<file path="src/rtl/ordenador_burbuja_pkg.sv">
// Shared definitions for the bubble sorter: FSM state encoding, data/counter/index
// widths and the key transform that maps signed bytes onto an unsigned ordering.
package ordenador_burbuja_pkg;

  localparam int unsigned ANCHO_DATO = 8;
  localparam int unsigned ANCHO_CNT  = 6;
  localparam int unsigned ANCHO_IDX  = 3;
  localparam int unsigned MAX_N      = 8;

  typedef logic [ANCHO_DATO-1:0] dato_t;
  typedef logic [ANCHO_CNT-1:0]  cnt_t;
  typedef logic [ANCHO_IDX-1:0]  idx_t;

  typedef enum logic [1:0] {
    CARGA,
    COMPARA,
    ENTREGA
  } estado_t;

  // Flipping the sign bit turns two's-complement order into plain unsigned order,
  // so a single unsigned comparator serves both modes.
  function automatic dato_t a_clave(dato_t v, bit signo);
    return signo ? (v ^ dato_t'(8'h80)) : v;
  endfunction

endpackage

</file>
<file path="src/rtl/ordenador_burbuja_if.sv">
// Load/deliver handshake bundle for ordenador_burbuja.
//   in_valido/dato_in/in_listo    : producer side, one entry per accepted cycle
//   out_valido/dato_out/ultimo/out_listo : consumer side, sorted entries ascending
// master: the producer/consumer environment; slave: the sorter.
interface ordenador_burbuja_if;
  import ordenador_burbuja_pkg::*;

  logic  in_valido;
  dato_t dato_in;
  logic  in_listo;
  logic  out_valido;
  dato_t dato_out;
  logic  ultimo;
  logic  out_listo;

  modport master (
    output in_valido,
    output dato_in,
    input  in_listo,
    input  out_valido,
    input  dato_out,
    input  ultimo,
    output out_listo
  );

  modport slave (
    input  in_valido,
    input  dato_in,
    output in_listo,
    output out_valido,
    output dato_out,
    output ultimo,
    input  out_listo
  );

endinterface

</file>
<file path="src/rtl/comparador8bits.sv">
// Unsigned 8-bit magnitude comparator.
//   a, b  : operands
//   igual : a == b, mayor : a > b, menor : a < b
module comparador8bits
  import ordenador_burbuja_pkg::*;
(
  input  dato_t a,
  input  dato_t b,
  output logic  igual,
  output logic  mayor,
  output logic  menor
);

  assign igual = (a == b);
  assign mayor = (a > b);
  assign menor = (a < b);

endmodule

</file>
<file path="src/rtl/ordenador_burbuja.sv">
// Frame bubble sorter: loads N bytes, sorts them ascending with one compare per
// cycle (early exit on a swap-free pass), then delivers them with a valid/ready
// handshake.
//   clk, rst_n    : clock, asynchronous active-low reset
//   bus           : load/deliver handshake (slave modport)
//   ocupado       : high while sorting
//   comparaciones : compare steps of the current/last frame
//   intercambios  : swaps of the current/last frame
module ordenador_burbuja
  import ordenador_burbuja_pkg::*;
#(
  parameter int unsigned N     = 4,
  parameter bit          SIGNO = 1'b0
) (
  input  logic                 clk,
  input  logic                 rst_n,
  ordenador_burbuja_if.slave   bus,
  output logic                 ocupado,
  output cnt_t                 comparaciones,
  output cnt_t                 intercambios
);

  localparam idx_t ULTIMO_IDX   = idx_t'(N - 1);
  localparam idx_t PENULT_IDX   = idx_t'(N - 2);

  estado_t estado;
  idx_t    k, i, j, p;
  logic    hubo_swap;
  dato_t   ent [MAX_N];
  dato_t   ent_sw [MAX_N];

  logic    in_listo_r, out_valido_r, ultimo_r, ocupado_r;
  dato_t   dato_out_r;
  cnt_t    cmp_r, swp_r;

  idx_t    i_sig, j_sig;
  dato_t   op_a, op_b;
  logic    igual, mayor, menor;
  logic    fin_pasada, fin_orden;
  logic    unused_cmp;

  assign i_sig = i + idx_t'(1);
  assign j_sig = j + idx_t'(1);

  assign op_a = a_clave(ent[i], SIGNO);
  assign op_b = a_clave(ent[i_sig], SIGNO);

  comparador8bits u_comparador (
    .a     (op_a),
    .b     (op_b),
    .igual (igual),
    .mayor (mayor),
    .menor (menor)
  );

  assign unused_cmp = igual ^ menor;

  // Entry array after this cycle's compare; strict "mayor" keeps equal entries in place.
  always_comb begin
    ent_sw = ent;
    if (mayor) begin
      ent_sw[i]     = ent[i_sig];
      ent_sw[i_sig] = ent[i];
    end
  end

  assign fin_pasada = (i == PENULT_IDX - p);
  assign fin_orden  = fin_pasada && (!(hubo_swap || mayor) || (p == PENULT_IDX));

  always_ff @(posedge clk or negedge rst_n) begin
    if (!rst_n) begin
      estado       <= CARGA;
      k            <= '0;
      i            <= '0;
      j            <= '0;
      p            <= '0;
      hubo_swap    <= 1'b0;
      in_listo_r   <= 1'b1;
      out_valido_r <= 1'b0;
      ultimo_r     <= 1'b0;
      ocupado_r    <= 1'b0;
      dato_out_r   <= '0;
      cmp_r        <= '0;
      swp_r        <= '0;
      for (int unsigned e = 0; e < MAX_N; e++) begin
        ent[e] <= '0;
      end
    end else begin
      unique case (estado)
        CARGA: begin
          if (bus.in_valido) begin
            ent[k] <= bus.dato_in;
            if (k == ULTIMO_IDX) begin
              estado     <= COMPARA;
              k          <= '0;
              i          <= '0;
              p          <= '0;
              hubo_swap  <= 1'b0;
              cmp_r      <= '0;
              swp_r      <= '0;
              in_listo_r <= 1'b0;
              ocupado_r  <= 1'b1;
            end else begin
              k <= k + idx_t'(1);
            end
          end
        end

        COMPARA: begin
          ent   <= ent_sw;
          cmp_r <= cmp_r + cnt_t'(1);
          if (mayor) begin
            swp_r <= swp_r + cnt_t'(1);
          end
          if (fin_pasada) begin
            if (fin_orden) begin
              estado       <= ENTREGA;
              ocupado_r    <= 1'b0;
              out_valido_r <= 1'b1;
              // Entry 0 may be swapped on this very edge, so take the post-swap value.
              dato_out_r   <= ent_sw[0];
              ultimo_r     <= 1'b0;
              j            <= '0;
            end else begin
              p         <= p + idx_t'(1);
              i         <= '0;
              hubo_swap <= 1'b0;
            end
          end else begin
            i         <= i_sig;
            hubo_swap <= hubo_swap | mayor;
          end
        end

        ENTREGA: begin
          if (bus.out_listo) begin
            if (j == ULTIMO_IDX) begin
              estado       <= CARGA;
              out_valido_r <= 1'b0;
              ultimo_r     <= 1'b0;
              in_listo_r   <= 1'b1;
              k            <= '0;
              j            <= '0;
            end else begin
              j          <= j_sig;
              dato_out_r <= ent[j_sig];
              ultimo_r   <= (j_sig == ULTIMO_IDX);
            end
          end
        end

        default: begin
          estado <= CARGA;
        end
      endcase
    end
  end

  assign bus.in_listo   = in_listo_r;
  assign bus.out_valido = out_valido_r;
  assign bus.dato_out   = dato_out_r;
  assign bus.ultimo     = ultimo_r;
  assign ocupado        = ocupado_r;
  assign comparaciones  = cmp_r;
  assign intercambios   = swp_r;

endmodule

</file>
<file path="src/flat_wrapper.sv">
// flat-port wrapper written by rule: the top's interface ports become plain ports
module ordenador_burbuja_flat import ordenador_burbuja_pkg::*;
#(
  parameter int unsigned N     = 4,
  parameter bit          SIGNO = 1'b0
)
  (clk, rst_n, ocupado, comparaciones, intercambios, bus_in_valido, bus_dato_in, bus_in_listo, bus_out_valido, bus_dato_out, bus_ultimo, bus_out_listo);
  ordenador_burbuja_if bus_i ();
  input  logic clk;
  input  logic rst_n;
  output logic ocupado;
  output cnt_t comparaciones;
  output cnt_t intercambios;
  input wire logic [$bits(bus_i.in_valido)-1:0] bus_in_valido;
  input wire logic [$bits(bus_i.dato_in)-1:0] bus_dato_in;
  output wire logic [$bits(bus_i.in_listo)-1:0] bus_in_listo;
  output wire logic [$bits(bus_i.out_valido)-1:0] bus_out_valido;
  output wire logic [$bits(bus_i.dato_out)-1:0] bus_dato_out;
  output wire logic [$bits(bus_i.ultimo)-1:0] bus_ultimo;
  input wire logic [$bits(bus_i.out_listo)-1:0] bus_out_listo;
  assign bus_i.in_valido = bus_in_valido;
  assign bus_i.dato_in = bus_dato_in;
  assign bus_in_listo = bus_i.in_listo;
  assign bus_out_valido = bus_i.out_valido;
  assign bus_dato_out = bus_i.dato_out;
  assign bus_ultimo = bus_i.ultimo;
  assign bus_i.out_listo = bus_out_listo;
  ordenador_burbuja #(.N(N), .SIGNO(SIGNO)) u_core (.clk(clk), .rst_n(rst_n), .bus(bus_i), .ocupado(ocupado), .comparaciones(comparaciones), .intercambios(intercambios));
endmodule
</file>
<file path="config.mk">
export PLATFORM = sky130hd
export DESIGN_NAME = ordenador_burbuja_flat
export DESIGN_NICKNAME = d
export VERILOG_FILES = /design/src/rtl/ordenador_burbuja_pkg.sv /design/src/rtl/ordenador_burbuja_if.sv /design/src/rtl/comparador8bits.sv /design/src/rtl/ordenador_burbuja.sv /design/src/flat_wrapper.sv
export SDC_FILE = /design/constraint.sdc
export NUM_CORES = 1
export LEC_CHECK = 0
export ABC_AREA = 1
export BUFFER_PORTS_ARGS = -buffer_cell sky130_fd_sc_hd__buf_2
export CORE_MARGIN = 5
export CORE_UTILIZATION = 67
export CTS_CLUSTER_SIZE = 8
export DETAILED_ROUTE_END_ITERATION = 7
export PLACE_DENSITY = 0.88
export SLEW_MARGIN = 10
export SYNTH_ARGS = -nofsm -noshare
export SYNTH_HDL_FRONTEND = slang
export SYNTH_HIERARCHICAL = 1
export SYNTH_SLANG_ARGS = --single-unit
</file>
<file path="constraint.sdc">
create_clock -name clk -period 9.3 [get_ports clk]
set_input_delay 0.465 -clock clk [delete_from_list [all_inputs] [get_ports clk]]
set_output_delay 0.465 -clock clk [all_outputs]
set_load 0.02 [all_outputs]
</file>
* Word level (Yosys, flattened, before mapping)
Index checks and enable logic that the tools add are counted.
** Operators by class
- Add/subtract/negate cells :: 7
- Magnitude comparators :: 8
- Equal/unequal tests :: 17
- Mux-type cells :: 77
- Bitwise operators :: 5
- Reductions and logical operators :: 24
** Operator list (number)
- $bwmux 64 :: 3
- $mux 64 :: 2
- $pmux 64 s2 :: 1
- $mux 8 :: 13
- $bmux 8 s3 :: 3
- $demux 8 s3 :: 3
- $mux 3 :: 14
- $reduce_and 5->1 :: 5
- $pmux 3 s2 :: 4
- $pmux 6 s2 :: 2
- $mux 6 :: 3
- $ge 4x4->1 const B :: 4
- $mux 1 :: 16
- $not 3->4 :: 4
- $pmux 8 s2 :: 1
- $reduce_and 4->1 :: 4
- $add 3x1->3 const B :: 4
- $add 6x1->6 const B :: 2
- $eq 3x2->1 const B :: 4
- $lt 4x1->1 const B :: 3
- $mux 2 :: 6
- $ne 2x1->1 const B :: 5
- $pmux 1 s2 :: 5
- $gt 8x8->1 :: 1
- 16 further kinds :: 26
** Storage, ports and cells
- Bits in registers :: 103
- Input bits :: 12
- Output and inout port bits :: 24
- Logic and storage cells :: 159

* Logic depth before layout (Yosys ltp)
- Depth after elaboration :: 13
- Mapped depth :: 27
- Gate-level depth less buffers :: 23

* Cells and area by module
The synthesis kept the hierarchy.
** By module, submodules not included
- ordenador_burbuja :: times used 1, cells an instance 1343, area each 8481.9 um^2
- comparador8bits :: times used 1, cells an instance 38, area each 244.0 um^2

* Worst setup path before layout
Ideal clock, no wire load.
- Path type :: register to register
- Start point :: register u_core.i[0]
- End point :: register u_core.swp_r[5] (netlist: u_core/intercambios[5])
- Library setup time :: 0.125 ns
- Data arrival time :: 3.270 ns
- Data required time :: 9.175 ns
- Slack :: 5.905 ns
- Cell stages (with the launch flop) :: 24
- Buffers on the path :: 4
- Cell sequence :: dfrtp_1 > ha_1 > buf_4 > inv_4 > buf_2 > nand2_1 > nand2_1 > nand2_1 > nand2_1 > inv_1 > ha_1 > nand2_2 > a21oi_2 > nor2_2 > a21oi_1 > buf_2 > nand2_2 > o21ai_4 > buf_6 > nand2_2 > nor2_1 > nand2_1 > nor3b_1 > nor3_1
** On the way
- Word-level cells in the longest chain between the ends :: 8
** RTL lines
- start: declaration :: RTL line ordenador_burbuja.sv:27 : idx_t k, i, j, p;
- start signal: assignment :: RTL line ordenador_burbuja.sv:130 : i <= i_sig;
- $add 3x1->3 :: RTL line ordenador_burbuja.sv:42 : assign i_sig = i + idx_t'(1);
- $not 3->4 (not written as such) :: RTL line ordenador_burbuja.sv:46 : assign op_b = a_clave(ent[i_sig], SIGNO);
- $bmux 8 s3 :: RTL line ordenador_burbuja.sv:46
- $mux 8 (not written as such) (2 in a row) :: RTL line ordenador_burbuja.sv:46
- net u_core.op_b[7] :: RTL line ordenador_burbuja.sv:37 : dato_t op_a, op_b;
- $gt 8x8->1 :: RTL line comparador8bits.sv:15 : assign mayor = (a > b);
- net u_core.mayor :: RTL line ordenador_burbuja.sv:38 : logic igual, mayor, menor;
- $ne 2x1->1 (no source line)
- $reduce_and 4->1 (no source line)
- end signal: assignment :: RTL line ordenador_burbuja.sv:113 : swp_r <= swp_r + cnt_t'(1);
- end: declaration :: RTL line ordenador_burbuja.sv:34 : cnt_t cmp_r, swp_r;
The timed path passes the listed nets, and every way through them passes these cells. The select of a mux whose other input is x is not followed.
A chain may end at the register's enable or synchronous reset.

* Worst setup path in the final report
- Start point :: register u_core.i[0]
- End point :: register u_core/ent[22] in the netlist's numbering
** RTL lines
- $add 3x1->3 :: RTL line ordenador_burbuja.sv:42
- $not 3->4 (not written as such) :: RTL line ordenador_burbuja.sv:46
- $bmux 8 s3 :: RTL line ordenador_burbuja.sv:46
- $mux 8 (not written as such) (2 in a row) :: RTL line ordenador_burbuja.sv:46
- net u_core.op_b[7] :: RTL line ordenador_burbuja.sv:37
- $gt 8x8->1 :: RTL line comparador8bits.sv:15
- net u_core.mayor :: RTL line ordenador_burbuja.sv:38
- $ne 2x1->1 (no source line)
- $reduce_and 3->1 (no source line)
- end signal: indexed assignment :: RTL line ordenador_burbuja.sv:92 : ent[k] <= bus.dato_in;
- end signal: assignment :: RTL line ordenador_burbuja.sv:110 : ent <= ent_sw;
- end: declaration :: RTL line ordenador_burbuja.sv:29 : dato_t ent [MAX_N];
The timed path passes the listed nets, and every way through them passes these cells. The select of a mux whose other input is x is not followed.

==> results.md <==
* Cts repair resizes at 0
* Crit end category: flip-flop
* Drt via density at 6.39
* Initial DRC Count at around 1600
* Initial antenna violation count at 0
* Worst-path clk slew at about 0.070 ns
* Worst setup margin at approximately 2.7 ns
* Via Count at a little under 10000
* Gr usage total at between 40% and 50%
* I/O pins at 36
* CTS Buffer Depth at 2
* Area grow syn2layout at 4.22%
* Core Rows at between 40 and 50
* Final Setup Violations at 0
* YS warnings at 6
* Core area at 12700 um2
* TNS Setup at 0 ns
* Max-cap violations at 0
* Max H-tree Level at 3
* Crit Path Class: reg2reg
* CP Launch Type: flip-flop
* IO Port Bufs at 35
* CTS tree: done
* Worst slew pin tran at about 1.2 ns
* First-pass GRT wire length at about 49000 um
* Worst Path Required at approximately 9.6 ns
* Post-Synthesis Cells at 1380
* Final wirelength at 31700 um
* CP Max Fanout at 63
* GRT overflow at 0
* Postcts setup bufs at 0
* Final ANT Viol Nets at 0
* Syn_nets at 1410
* Hold_buf cts at 0
* Slew Viols, Final at 0
* Vias in the first global route at around 9000
* Final hold vios at 0
* Die height at ~120 um
* Placed cells at about 1500
* Nets@finish at about 1400
* Post-Syn Area at 8720 um2
* RSZ-0062 raised after global routing: false
* DRC errors left at 0
* Final cell count without fillers at approximately 1500
* F_max at around 0.15 GHz
* Initial Util at 68.8%
* Root Buffer Master: clkbuf_16
* Worst min path class: in2async
* Mean post-synth cell area at approximately 6.3 um2
* Final Skew at 0.0124 ns
* GPL Wtd Cong at around 1.1
* Final HPWL DP at approximately 23000 um
* Num Clock Sinks at 103
* Die X at approximately 120 um
* First-pass DRT Iterations at 6
* Cts bufs inserted at 9
* Fin area at 9090 um2
* Period utilization at 70.8%
* Status: finished, final reports clean
* Skew-Pair Late Insertion Delay at about 0.36 ns
* WP data arrival at about 6.9 ns
* Largest net degree at the start of global routing at just over 70
* # diodes at 0
* Worst slack, placed at approximately 3.1 ns
* Min cycle time layout at 6.59 ns
* Placed cell area at 8800 um2
* Wirelength per Cell at about 20 um
* Max-slew headroom at a little under a fifth
* Share of cells above drive strength 1 at approximately 9.7%
* Die area at ~15000 um2
[critical path, cell delays in order, from the launching register on]
cell	delay (ns)
dfrtp_4	0.77
buf_4	0.57
ha_1	0.66
inv_4	0.38
nand2_1	0.09
nand2_1	0.06
nand2_1	0.05
nand2_1	0.30
inv_1	0.09
ha_1	0.34
nand2_2	0.09
a21oi_2	0.12
nor2_2	0.04
a21oi_1	0.72
nand2_2	0.35
inv_1	0.81
buf_4	0.44
nand3_4	0.11
nand2_4	0.19
a21oi_1	0.09
a22oi_1	0.21
[stage by stage]
stage          hold slack [ns]  util [%]
6_report                0.0545      71.7
5_1_grt                 0.0876      71.7
4_1_cts                 0.0575      71.7
3_5_place_dp             0.447      69.5
3_3_place_gp             0.439      69.5
2_1_floorplan            0.169         -
[state kept, by name, indices dropped and copies added, names as in the netlist]
signal and flops:
u_core/ocupado 1, u_core/bus.ultimo 1, u_core/ent 64, u_core/i 3
u_core/bus.dato_out 8, u_core/p 3, u_core/comparaciones 6, u_core/estado 2
u_core/bus.out_valido 1, u_core/intercambios 6, u_core/j 3, u_core/k 3
u_core/bus.in_listo 1, u_core/hubo_swap 1
[cells in the final DEF, fill, tap and decap left out, types with 2 or more instances in the layout]
| master | count |
|---|---|
| o211ai_4 | 3 |
| nand2_4 | 4 |
| a22oi_2 | 3 |
| clkinv_4 | 3 |
| a22oi_1 | 49 |
| o21ai_1 | 3 |
| clkbuf_16 | 9 |
| inv_2 | 16 |
| nand4_1 | 6 |
| nor2_2 | 6 |
| buf_2 | 34 |
| nor3_1 | 6 |
| buf_4 | 10 |
| dfrtp_1 | 101 |
| nand3_1 | 98 |
| inv_8 | 2 |
| and3_1 | 2 |
| nand3_4 | 2 |
| nor2_1 | 47 |
| nand3_2 | 4 |
| a31oi_1 | 4 |
| a21oi_2 | 2 |
| or2_2 | 3 |
| nand2_1 | 546 |
| o21ai_0 | 93 |
| nor3_2 | 7 |
| ha_1 | 18 |
| nor2_8 | 3 |
| a21oi_1 | 98 |
| nand2_2 | 15 |
| o21bai_1 | 3 |
| o22ai_1 | 18 |
| xor2_1 | 3 |
| inv_1 | 141 |
[worst paths after layout]
path                                       start                    end  slack, ns  cells past startpoint
max in group asynchronous                  rst_n            u_core/i[0]       7.86                      2
hold reg to reg            u_core/bus.out_valido  u_core/bus.out_valido       0.48                      2
setup / recovery                     u_core/i[0]         u_core/ent[22]       2.71                     20
min in group clk           u_core/bus.out_valido  u_core/bus.out_valido       0.48                      2
hold / removal                             rst_n          u_core/ent[9]       0.05                      1
setup reg to reg                     u_core/i[0]         u_core/ent[22]       2.71                     20
[routing by layer]
metal  wire, um  global-route usage, %  share of wire [%]
met5          0                      0                  0
met4       2110                   26.8                6.7
met2      13700                   62.4                 43
met3       4380                   11.1                 14
met1      11500                   54.3                 36
[area by class of cell]
class | count | area (um2)
Timing Repair Buffer | 44 | 245
Clock inverter | 6 | 56.3
Multi-Input combinational cell | 1055 | 5160
Tap cell | 172 | 215
Sequential cell | 103 | 2580
Clock buffer | 10 | 229
Inverter | 159 | 599
Fill cell | 1123 | 3580
Power is left out: the tool's default activity adds up to more than one toggle a clock period on the data nets, which glitch-free logic cannot reach.
